--- src/rtl/mem_port_arbiter_if.sv ---
// mem_port_arbiter_if
//   Bundles the requester command buses, the completion handshakes and the
//   unified memory port that mem_port_arbiter sits between.
//   slave  modport: the arbiter (consumes requests and memReady/memRdata,
//                   drives done/rdata/select/busy/mem* and errTimeout)
//   master modport: the environment (fetch, LSU and memory side)
// Parameters: ADDR_W address width, DATA_W data width.
interface mem_port_arbiter_if #(
    parameter int ADDR_W = 32,
    parameter int DATA_W = 32
);
    // Requester A (instruction fetch)
    logic              reqA;
    logic [ADDR_W-1:0] addrA;
    logic [DATA_W-1:0] wdataA;
    logic              weA;
    // Requester B (load/store)
    logic              reqB;
    logic [ADDR_W-1:0] addrB;
    logic [DATA_W-1:0] wdataB;
    logic              weB;
    // Completion / status
    logic              doneA;
    logic              doneB;
    logic [DATA_W-1:0] rdata;
    logic              select;
    logic              busy;
    logic              errTimeout;
    // Memory port
    logic              memReq;
    logic [ADDR_W-1:0] memAddr;
    logic [DATA_W-1:0] memWdata;
    logic              memWe;
    logic              memReady;
    logic [DATA_W-1:0] memRdata;

    modport slave (
        input  reqA, addrA, wdataA, weA,
        input  reqB, addrB, wdataB, weB,
        input  memReady, memRdata,
        output doneA, doneB, rdata, select, busy, errTimeout,
        output memReq, memAddr, memWdata, memWe
    );

    modport master (
        output reqA, addrA, wdataA, weA,
        output reqB, addrB, wdataB, weB,
        output memReady, memRdata,
        input  doneA, doneB, rdata, select, busy, errTimeout,
        input  memReq, memAddr, memWdata, memWe
    );
endinterface

--- src/rtl/mem_port_arbiter.sv ---
// mem_port_arbiter
//   Shares one memory port between instruction fetch (A) and load/store (B).
//   A two-state FSM (IDLE/SERVE) grants one requester at a time, latches its
//   command onto the memory port, and returns registered read data plus a
//   one-cycle done pulse to the owner. Ties are broken round-robin against
//   the last owner; A wins the first tie after reset.
// Ports:
//   clk    : clock, all state changes on the rising edge
//   reset  : synchronous, active-high
//   bus    : mem_port_arbiter_if.slave (requests, done/rdata, memory port)
// Parameters: ADDR_W, DATA_W, TIMEOUT (>=2, only used with ARB_TIMEOUT_EN).
// Optional feature: define ARB_TIMEOUT_EN to abort a SERVE that sees no
//   memReady for TIMEOUT cycles (pulses owner's done with errTimeout).
//   Without it SERVE waits indefinitely and errTimeout is tied 0.
module mem_port_arbiter #(
    parameter int ADDR_W  = 32,
    parameter int DATA_W  = 32,
    parameter int TIMEOUT = 16
) (
    input logic               clk,
    input logic               reset,
    mem_port_arbiter_if.slave bus
);

    localparam logic [0:0] IDLE  = 1'b0;
    localparam logic [0:0] SERVE = 1'b1;

    if (TIMEOUT < 2) begin : g_timeout_range
        $error("mem_port_arbiter: TIMEOUT must be >= 2");
    end

    logic [0:0] state;
    logic       last_owner;
    logic       elig_a;
    logic       elig_b;
    logic       grant_any;
    logic       grant_b;
    logic       finish;

`ifdef ARB_TIMEOUT_EN
    localparam int CNT_W = $clog2(TIMEOUT);
    localparam logic [CNT_W-1:0] CNT_LAST = CNT_W'(TIMEOUT - 1);
    logic [CNT_W-1:0] wait_cnt;
    logic             expire;
`endif

    // A requester whose done pulse is still high is finishing its previous
    // transaction and must not be re-granted on the same edge.
    always_comb begin
        elig_a    = bus.reqA & ~bus.doneA;
        elig_b    = bus.reqB & ~bus.doneB;
        grant_any = elig_a | elig_b;
        grant_b   = (elig_a & elig_b) ? ~last_owner : elig_b;
    end

`ifdef ARB_TIMEOUT_EN
    always_comb begin
        expire = ~bus.memReady & (wait_cnt == CNT_LAST);
        finish = (state == SERVE) & (bus.memReady | expire);
    end
`else
    always_comb begin
        finish = (state == SERVE) & bus.memReady;
    end
    assign bus.errTimeout = 1'b0;
`endif

    // select doubles as the owner register: it is only written on grant, so
    // it names the current owner in SERVE and the last owner in IDLE.
    always_ff @(posedge clk) begin
        if (reset) begin
            state        <= IDLE;
            last_owner   <= 1'b1;
            bus.select   <= 1'b0;
            bus.busy     <= 1'b0;
            bus.memReq   <= 1'b0;
            bus.memAddr  <= '0;
            bus.memWdata <= '0;
            bus.memWe    <= 1'b0;
            bus.rdata    <= '0;
            bus.doneA    <= 1'b0;
            bus.doneB    <= 1'b0;
`ifdef ARB_TIMEOUT_EN
            bus.errTimeout <= 1'b0;
            wait_cnt       <= '0;
`endif
        end else begin
            bus.doneA <= 1'b0;
            bus.doneB <= 1'b0;
`ifdef ARB_TIMEOUT_EN
            bus.errTimeout <= 1'b0;
`endif
            case (state)
                IDLE: begin
                    if (grant_any) begin
                        state        <= SERVE;
                        bus.select   <= grant_b;
                        bus.busy     <= 1'b1;
                        bus.memReq   <= 1'b1;
                        bus.memAddr  <= grant_b ? bus.addrB  : bus.addrA;
                        bus.memWdata <= grant_b ? bus.wdataB : bus.wdataA;
                        bus.memWe    <= grant_b ? bus.weB    : bus.weA;
`ifdef ARB_TIMEOUT_EN
                        wait_cnt     <= '0;
`endif
                    end
                end
                SERVE: begin
                    if (finish) begin
                        state      <= IDLE;
                        bus.busy   <= 1'b0;
                        bus.memReq <= 1'b0;
                        bus.doneA  <= ~bus.select;
                        bus.doneB  <= bus.select;
                        last_owner <= bus.select;
                        if (bus.memReady) begin
                            bus.rdata <= bus.memRdata;
                        end
`ifdef ARB_TIMEOUT_EN
                        else begin
                            bus.errTimeout <= 1'b1;
                        end
`endif
                    end
`ifdef ARB_TIMEOUT_EN
                    else begin
                        wait_cnt <= wait_cnt + 1'b1;
                    end
`endif
                end
                default: state <= IDLE;
            endcase
        end
    end

endmodule

--- src/flat_wrapper.sv ---
// flat-port wrapper written by rule: the top's interface ports become plain ports
module mem_port_arbiter_flat 
#(
    parameter int ADDR_W  = 32,
    parameter int DATA_W  = 32,
    parameter int TIMEOUT = 16
)
  (clk, reset, bus_reqA, bus_addrA, bus_wdataA, bus_weA, bus_reqB, bus_addrB, bus_wdataB, bus_weB, bus_memReady, bus_memRdata, bus_doneA, bus_doneB, bus_rdata, bus_select, bus_busy, bus_errTimeout, bus_memReq, bus_memAddr, bus_memWdata, bus_memWe);
  mem_port_arbiter_if #(.ADDR_W(ADDR_W), .DATA_W(DATA_W)) bus_i ();
  input logic clk;
  input logic reset;
  input wire logic [$bits(bus_i.reqA)-1:0] bus_reqA;
  input wire logic [$bits(bus_i.addrA)-1:0] bus_addrA;
  input wire logic [$bits(bus_i.wdataA)-1:0] bus_wdataA;
  input wire logic [$bits(bus_i.weA)-1:0] bus_weA;
  input wire logic [$bits(bus_i.reqB)-1:0] bus_reqB;
  input wire logic [$bits(bus_i.addrB)-1:0] bus_addrB;
  input wire logic [$bits(bus_i.wdataB)-1:0] bus_wdataB;
  input wire logic [$bits(bus_i.weB)-1:0] bus_weB;
  input wire logic [$bits(bus_i.memReady)-1:0] bus_memReady;
  input wire logic [$bits(bus_i.memRdata)-1:0] bus_memRdata;
  output wire logic [$bits(bus_i.doneA)-1:0] bus_doneA;
  output wire logic [$bits(bus_i.doneB)-1:0] bus_doneB;
  output wire logic [$bits(bus_i.rdata)-1:0] bus_rdata;
  output wire logic [$bits(bus_i.select)-1:0] bus_select;
  output wire logic [$bits(bus_i.busy)-1:0] bus_busy;
  output wire logic [$bits(bus_i.errTimeout)-1:0] bus_errTimeout;
  output wire logic [$bits(bus_i.memReq)-1:0] bus_memReq;
  output wire logic [$bits(bus_i.memAddr)-1:0] bus_memAddr;
  output wire logic [$bits(bus_i.memWdata)-1:0] bus_memWdata;
  output wire logic [$bits(bus_i.memWe)-1:0] bus_memWe;
  assign bus_i.reqA = bus_reqA;
  assign bus_i.addrA = bus_addrA;
  assign bus_i.wdataA = bus_wdataA;
  assign bus_i.weA = bus_weA;
  assign bus_i.reqB = bus_reqB;
  assign bus_i.addrB = bus_addrB;
  assign bus_i.wdataB = bus_wdataB;
  assign bus_i.weB = bus_weB;
  assign bus_i.memReady = bus_memReady;
  assign bus_i.memRdata = bus_memRdata;
  assign bus_doneA = bus_i.doneA;
  assign bus_doneB = bus_i.doneB;
  assign bus_rdata = bus_i.rdata;
  assign bus_select = bus_i.select;
  assign bus_busy = bus_i.busy;
  assign bus_errTimeout = bus_i.errTimeout;
  assign bus_memReq = bus_i.memReq;
  assign bus_memAddr = bus_i.memAddr;
  assign bus_memWdata = bus_i.memWdata;
  assign bus_memWe = bus_i.memWe;
  mem_port_arbiter #(.ADDR_W(ADDR_W), .DATA_W(DATA_W), .TIMEOUT(TIMEOUT)) u_core (.clk(clk), .reset(reset), .bus(bus_i));
endmodule
--- config.mk ---
export PLATFORM = sky130hd
export DESIGN_NAME = mem_port_arbiter_flat
export DESIGN_NICKNAME = d
export VERILOG_FILES = /design/src/rtl/mem_port_arbiter_if.sv /design/src/rtl/mem_port_arbiter.sv /design/src/flat_wrapper.sv
export SDC_FILE = /design/constraint.sdc
export NUM_CORES = 1
export LEC_CHECK = 0
export BUFFER_PORTS_ARGS = -buffer_cell sky130_fd_sc_hd__buf_2
export CAP_MARGIN = 0
export CORE_ASPECT_RATIO = 1.25
export CORE_MARGIN = 5
export CORE_UTILIZATION = 35
export CTS_CLUSTER_DIAMETER = 40
export DETAILED_ROUTE_END_ITERATION = 8
export PLACE_DENSITY = 0.71
export SLEW_MARGIN = 15
export SYNTH_ARGS = -nofsm -noshare
export SYNTH_HDL_FRONTEND = slang
export SYNTH_SLANG_ARGS = --single-unit
export TNS_END_PERCENT = 30
--- constraint.sdc ---
create_clock -name clk -period 1.65 [get_ports clk]
set_clock_uncertainty 0.15 [all_clocks]
set_input_delay 0.165 -clock clk [delete_from_list [all_inputs] [get_ports clk]]
set_output_delay 0.165 -clock clk [all_outputs]
set_load 0.1 [all_outputs]
Word-level counts from Yosys, hierarchy flattened
Cells that the tools add are included.

storage, ports and cells
  flip-flop bits (word level) = 103
  bits of input ports = 167
  output and inout port bits = 103

operators by class
  equal/unequal tests = 2
  multiplexer cells = 10
  bitwise operators = 11
  reduce and logical (&&, ||, !) cells = 5

operators by type and width
  cell                number
  $mux 32             2
  $mux 1              6
  $not 1->1           6
  $reduce_and 2->1    3
  $and 1x1->1         4
  $pmux 1 s2          2
  $reduce_and 3->1    1
  $reduce_or 3->1     1
  $ne 2x1->1 const B  1
  $ne 2x2->1 const B  1
  $or 1x1->1          1

Longest topological paths before layout
  depth after elaboration = 5
  gate-level depth with buffers = 6

Worst setup path before layout
OpenSTA, ideal clock, no wires.

  kind = reg2reg
  start = register u_core.bus.doneA
  end = register u_core.bus.memAddr[14]
  library setup time = 91 ps
  arrival time = 1849 ps
  data required time = 1409 ps
  setup slack = -440 ps
  cell stages (with the launch flop) = 7
  path through = dfxtp_1 -> nand3b_1 -> and2_1 -> buf_6 -> buf_4 -> nand2_1 -> a311oi_1

between the ends
  cells in the longest elaborated chain, start to end = 5

ends and longest elaborated chain
  what                    line                       source
  start, declared         mem_port_arbiter_if.sv:41  output doneA, doneB, rdata, select, busy, errTimeout,
  start signal, assigned  mem_port_arbiter.sv:113    bus.doneA <= ~bus.select;
  $not 1->1 *             mem_port_arbiter.sv:50     elig_a = bus.reqA & ~bus.doneA;
  $and 1x1->1 *           mem_port_arbiter.sv:50
  $and 1x1->1             mem_port_arbiter.sv:53     grant_b = (elig_a & elig_b) ? ~last_owner : elig_b;
  $mux 1                  mem_port_arbiter.sv:53
  $mux 32                 mem_port_arbiter.sv:100    bus.memAddr <= grant_b ? bus.addrB : bus.addrA;
  end signal, assigned    mem_port_arbiter.sv:100
  end, declared           mem_port_arbiter_if.sv:42  output memReq, memAddr, memWdata, memWe

Mark *: on every way between the ends. The rest lies on a longest branch, timed or not.
A chain may end at the register's enable or synchronous reset.

Final worst setup path
  start = register u_core.bus.doneA
  end = register u_core.bus.memAddr[21]

Same word-level chain as after synthesis.

==> impl_metrics.ini <==
[timing]
tightestPinTransition_ps = 527.4
hold_viol_final = 0
rsz0062_at_grt = yes
maxSlewViolCount = 0
max_freq_ghz = 0.6256
slew-limit-headroom = 0.6508
setup_slack_ps = 51.57
finalSetupViolCount = 0
fin_crit_sh = 0.9687
min_period_ps = 1598

[power]
finalPower_mw = 8.078
pwr-share-comb = 0.396
power_switching_mw = 3.389
seqPwrFrac = 0.350
vdd_drop_max_v = 0.0005304
p_int_mw = 4.688
power_frac_clock = 0.254
power_density_nw_per_um2 = 1051
p_leak_nw = 3.685
swShare = 0.4196

[synthesis]
ys_warn_count = 0
synth_xor_area_frac = 0
synth_fp_nets = 627
syn-cell-area_um2 = 4093
ys_ff_latch = 103
synth_seq_area_share = 0.5038
async_flop_share = 0
synth_edf_count = 0
synthSimpleGateAreaFrac = 0.1938
synth_top_area_frac = 0.5038
synthAdderAreaFrac = 0
yosysTopAreaCell = dfxtp_1
synthTopCellsByArea = dfxtp_1 50%, nand2_1 12%, a311oi_1 12%, a22o_1 6.8%, nor2_1 6.1%
synthMuxAreaShare = 0
ys_types = 22
avgSynthCellArea_um2 = 8.897
postSynthCellCount = 460
synth_top_family_by_area = compound AO/OA/AOI/OAI gates
synth-compound-area-share = 0.2345
ys.flop_type = dfxtp_1

[critical_path]
crit_type = flip-flop to flip-flop
cp.required_ps = 1750
slowest_delay_ps = 350
critical_path.slowest_cell = dfxtp_4
crit_chain = nand2b_4 -> a21oi_4 -> buf_12 -> clkbuf_16 -> nor2_1 -> a311oi_1
critPathArrivalTime_ps = 1700
start_kind = flip-flop
rr_worst_depth = 6
end_kind = flip-flop
cp_max_fo = 8

[layout]
finalNonFillerCells = 1022
layout.nets = 1046
fin_util = 0.6649
fillerInstances = 813
synthToLayoutAreaGrowth_pct = 87.83
multi_input_area_um2 = 1795
drive_gt1_frac = 0.3699
register_area_um2 = 2069
diodes = 0

[drt]
wl_um = 18000
drc = 2
final_antenna_net_count = 0
wire_per_inst_um = 17.61
drt_iter0_markers = 428
vias = 5383
first_pass_iters = 9
vias_per_cell = 5.267

[global_routing]
overflow = 0
first_global_vias = 5482
grt_pass1_wl_um = 27080
grt_max_degree = 37
antenna_found_initial = 0
grt_usage = 0.2415

[outcome]
status = finished, violations left
violations = DRC

[place]
gp_congestion = 0.8497
place_inst = 832
hpwlAfterDp_um = 9706
numPortBuffers = 268
dp_slack_ps = -29.57

[run]
cap_violations = 0

[die]
io_pins = 270
core_um2 = 11560
dieArea_um2 = 13970
die_w_um = 106.7
num_rows = 44
initial_core_util = 0.3540
dieHeight_um = 130.9

[clock_tree]
cts_sinks = 103
clockBufferDepth = 2
clkLatencyLatePin_ps = 330
cts-root-buf = clkbuf_16
cts_tree = yes
cts.clk_slew.worst_paths_ps = 70
cts_htree_levels = 3
cts_inserted_buffers = 9

[min_path]
hold_class = input pin to flip-flop
hold_path_depth = 4
## per-stage QoR
stage               instance area, µm²  hold WS [ps]  setup TNS (ps)
floorplan                         4100         140.7          -38.79
CTS                               7552         77.73          -20.47
global placement                  5529         223.7               0
detailed placement                5529         231.2          -48.14
global route                      7687         48.05          -10.19
finish                            7687         36.89               0
## area by class of cell
cell class	count	area share
inverter	2	0.0009766
tap	138	0.02246
timing repair buffer	452	0.4362
sequential	103	0.2692
clock inverter	6	0.006510
clock buffer	10	0.03109
multi-input combinational	311	0.2336
## cell usage in the layout, fill, tap and decap left out, types with 2 or more instances in the layout
cell type / n
buf_2: 268
a311oi_1: 55
a311oi_2: 10
nand2b_4: 2
buf_4: 4
clkinvlp_4: 2
clkbuf_16: 12
buf_12: 8
nor2_1: 63
nor3_1: 2
buf_6: 2
buf_16: 3
nor2_2: 4
inv_1: 2
dfxtp_1: 101
o21a_1: 2
dfxtp_4: 2
nand2_1: 132
a22o_1: 32
dlygate4sd3_1: 164
## layer usage
| metal | wire length, µm | global-route usage | share of wire |
|---|---|---|---|
| met5 | 0 | 0 | 0 |
| met4 | 896 | 0.1279 | 0.050 |
| met3 | 1831 | 0.06781 | 0.10 |
| met2 | 8742 | 0.4281 | 0.49 |
| met1 | 6524 | 0.2625 | 0.36 |
## sequential cells by signal, indices dropped and copies added (netlist names)
| name | cells |
|---|---|
| u_core.last_owner | 1 |
| u_core.state | 1 |
| u_core.bus.memWe | 1 |
| u_core.bus.rdata | 32 |
| u_core.bus.memAddr | 32 |
| u_core.bus.memWdata | 32 |
| u_core.bus.memReq | 1 |
| u_core.bus.doneB | 1 |
| u_core.bus.doneA | 1 |
| u_core.bus.select | 1 |
## cells by family after synthesis
kind of cell           after synthesis
buffers and inverters               46
and+or+nand+nor                    207
other                                1
AOI/OAI and AO/OA                  103
DFF                                103
## worst max-delay path: cells and delay by family (launching register included)
family	cells	cell delay, ps
compound gates	2	490
flops	1	350
buf+inv	2	340
simple gates	2	190
## what timing repair did
action	CTS	global route
setup buffers	2	2
pin swaps	1	14
gates cloned	2	4
hold buffers	164	0
resized for setup	0	12
endpoints found under the setup margin	8	65
hold endpoints to repair	101	0
## power by group through the flow
stage | Clock [mW] | Sequential [mW] | Combinational, mW
floorplan | 0 | 4.40 | 0.616
global placement | 0 | 2.87 | 2.67
detailed placement | 0 | 2.88 | 2.70
CTS | 2.09 | 2.82 | 3.07
global route | 2.21 | 2.85 | 3.32
finish | 2.05 | 2.83 | 3.20
## synth_stat cells (2+ instances only)
library cell and count:
nand2_1 133, dfxtp_1 103, nor2_1 67, a311oi_1 56, a22o_1 32, buf_2 21, clkbuf_1 11, a311oi_2 9
buf_6 8, buf_4 4, inv_1 2, nand2b_1 2, nor3_1 2, o21a_1 2
## worst paths after layout
kind / start / end / slack (ps)
worst max-delay path: u_core.bus.doneA$_SDFF_PP0_ / u_core.bus.memAddr[21]$_SDFFE_PP0P_ / 50
worst min-delay path: bus_reqB / u_core.state$_SDFF_PP0_ / 40
worst max register to register: u_core.bus.doneA$_SDFF_PP0_ / u_core.bus.memAddr[21]$_SDFFE_PP0P_ / 50
worst min register to register: u_core.bus.select$_SDFFE_PP0P_ / u_core.bus.doneA$_SDFF_PP0_ / 320
No activity file was read; power rests on OpenSTA's default activity.
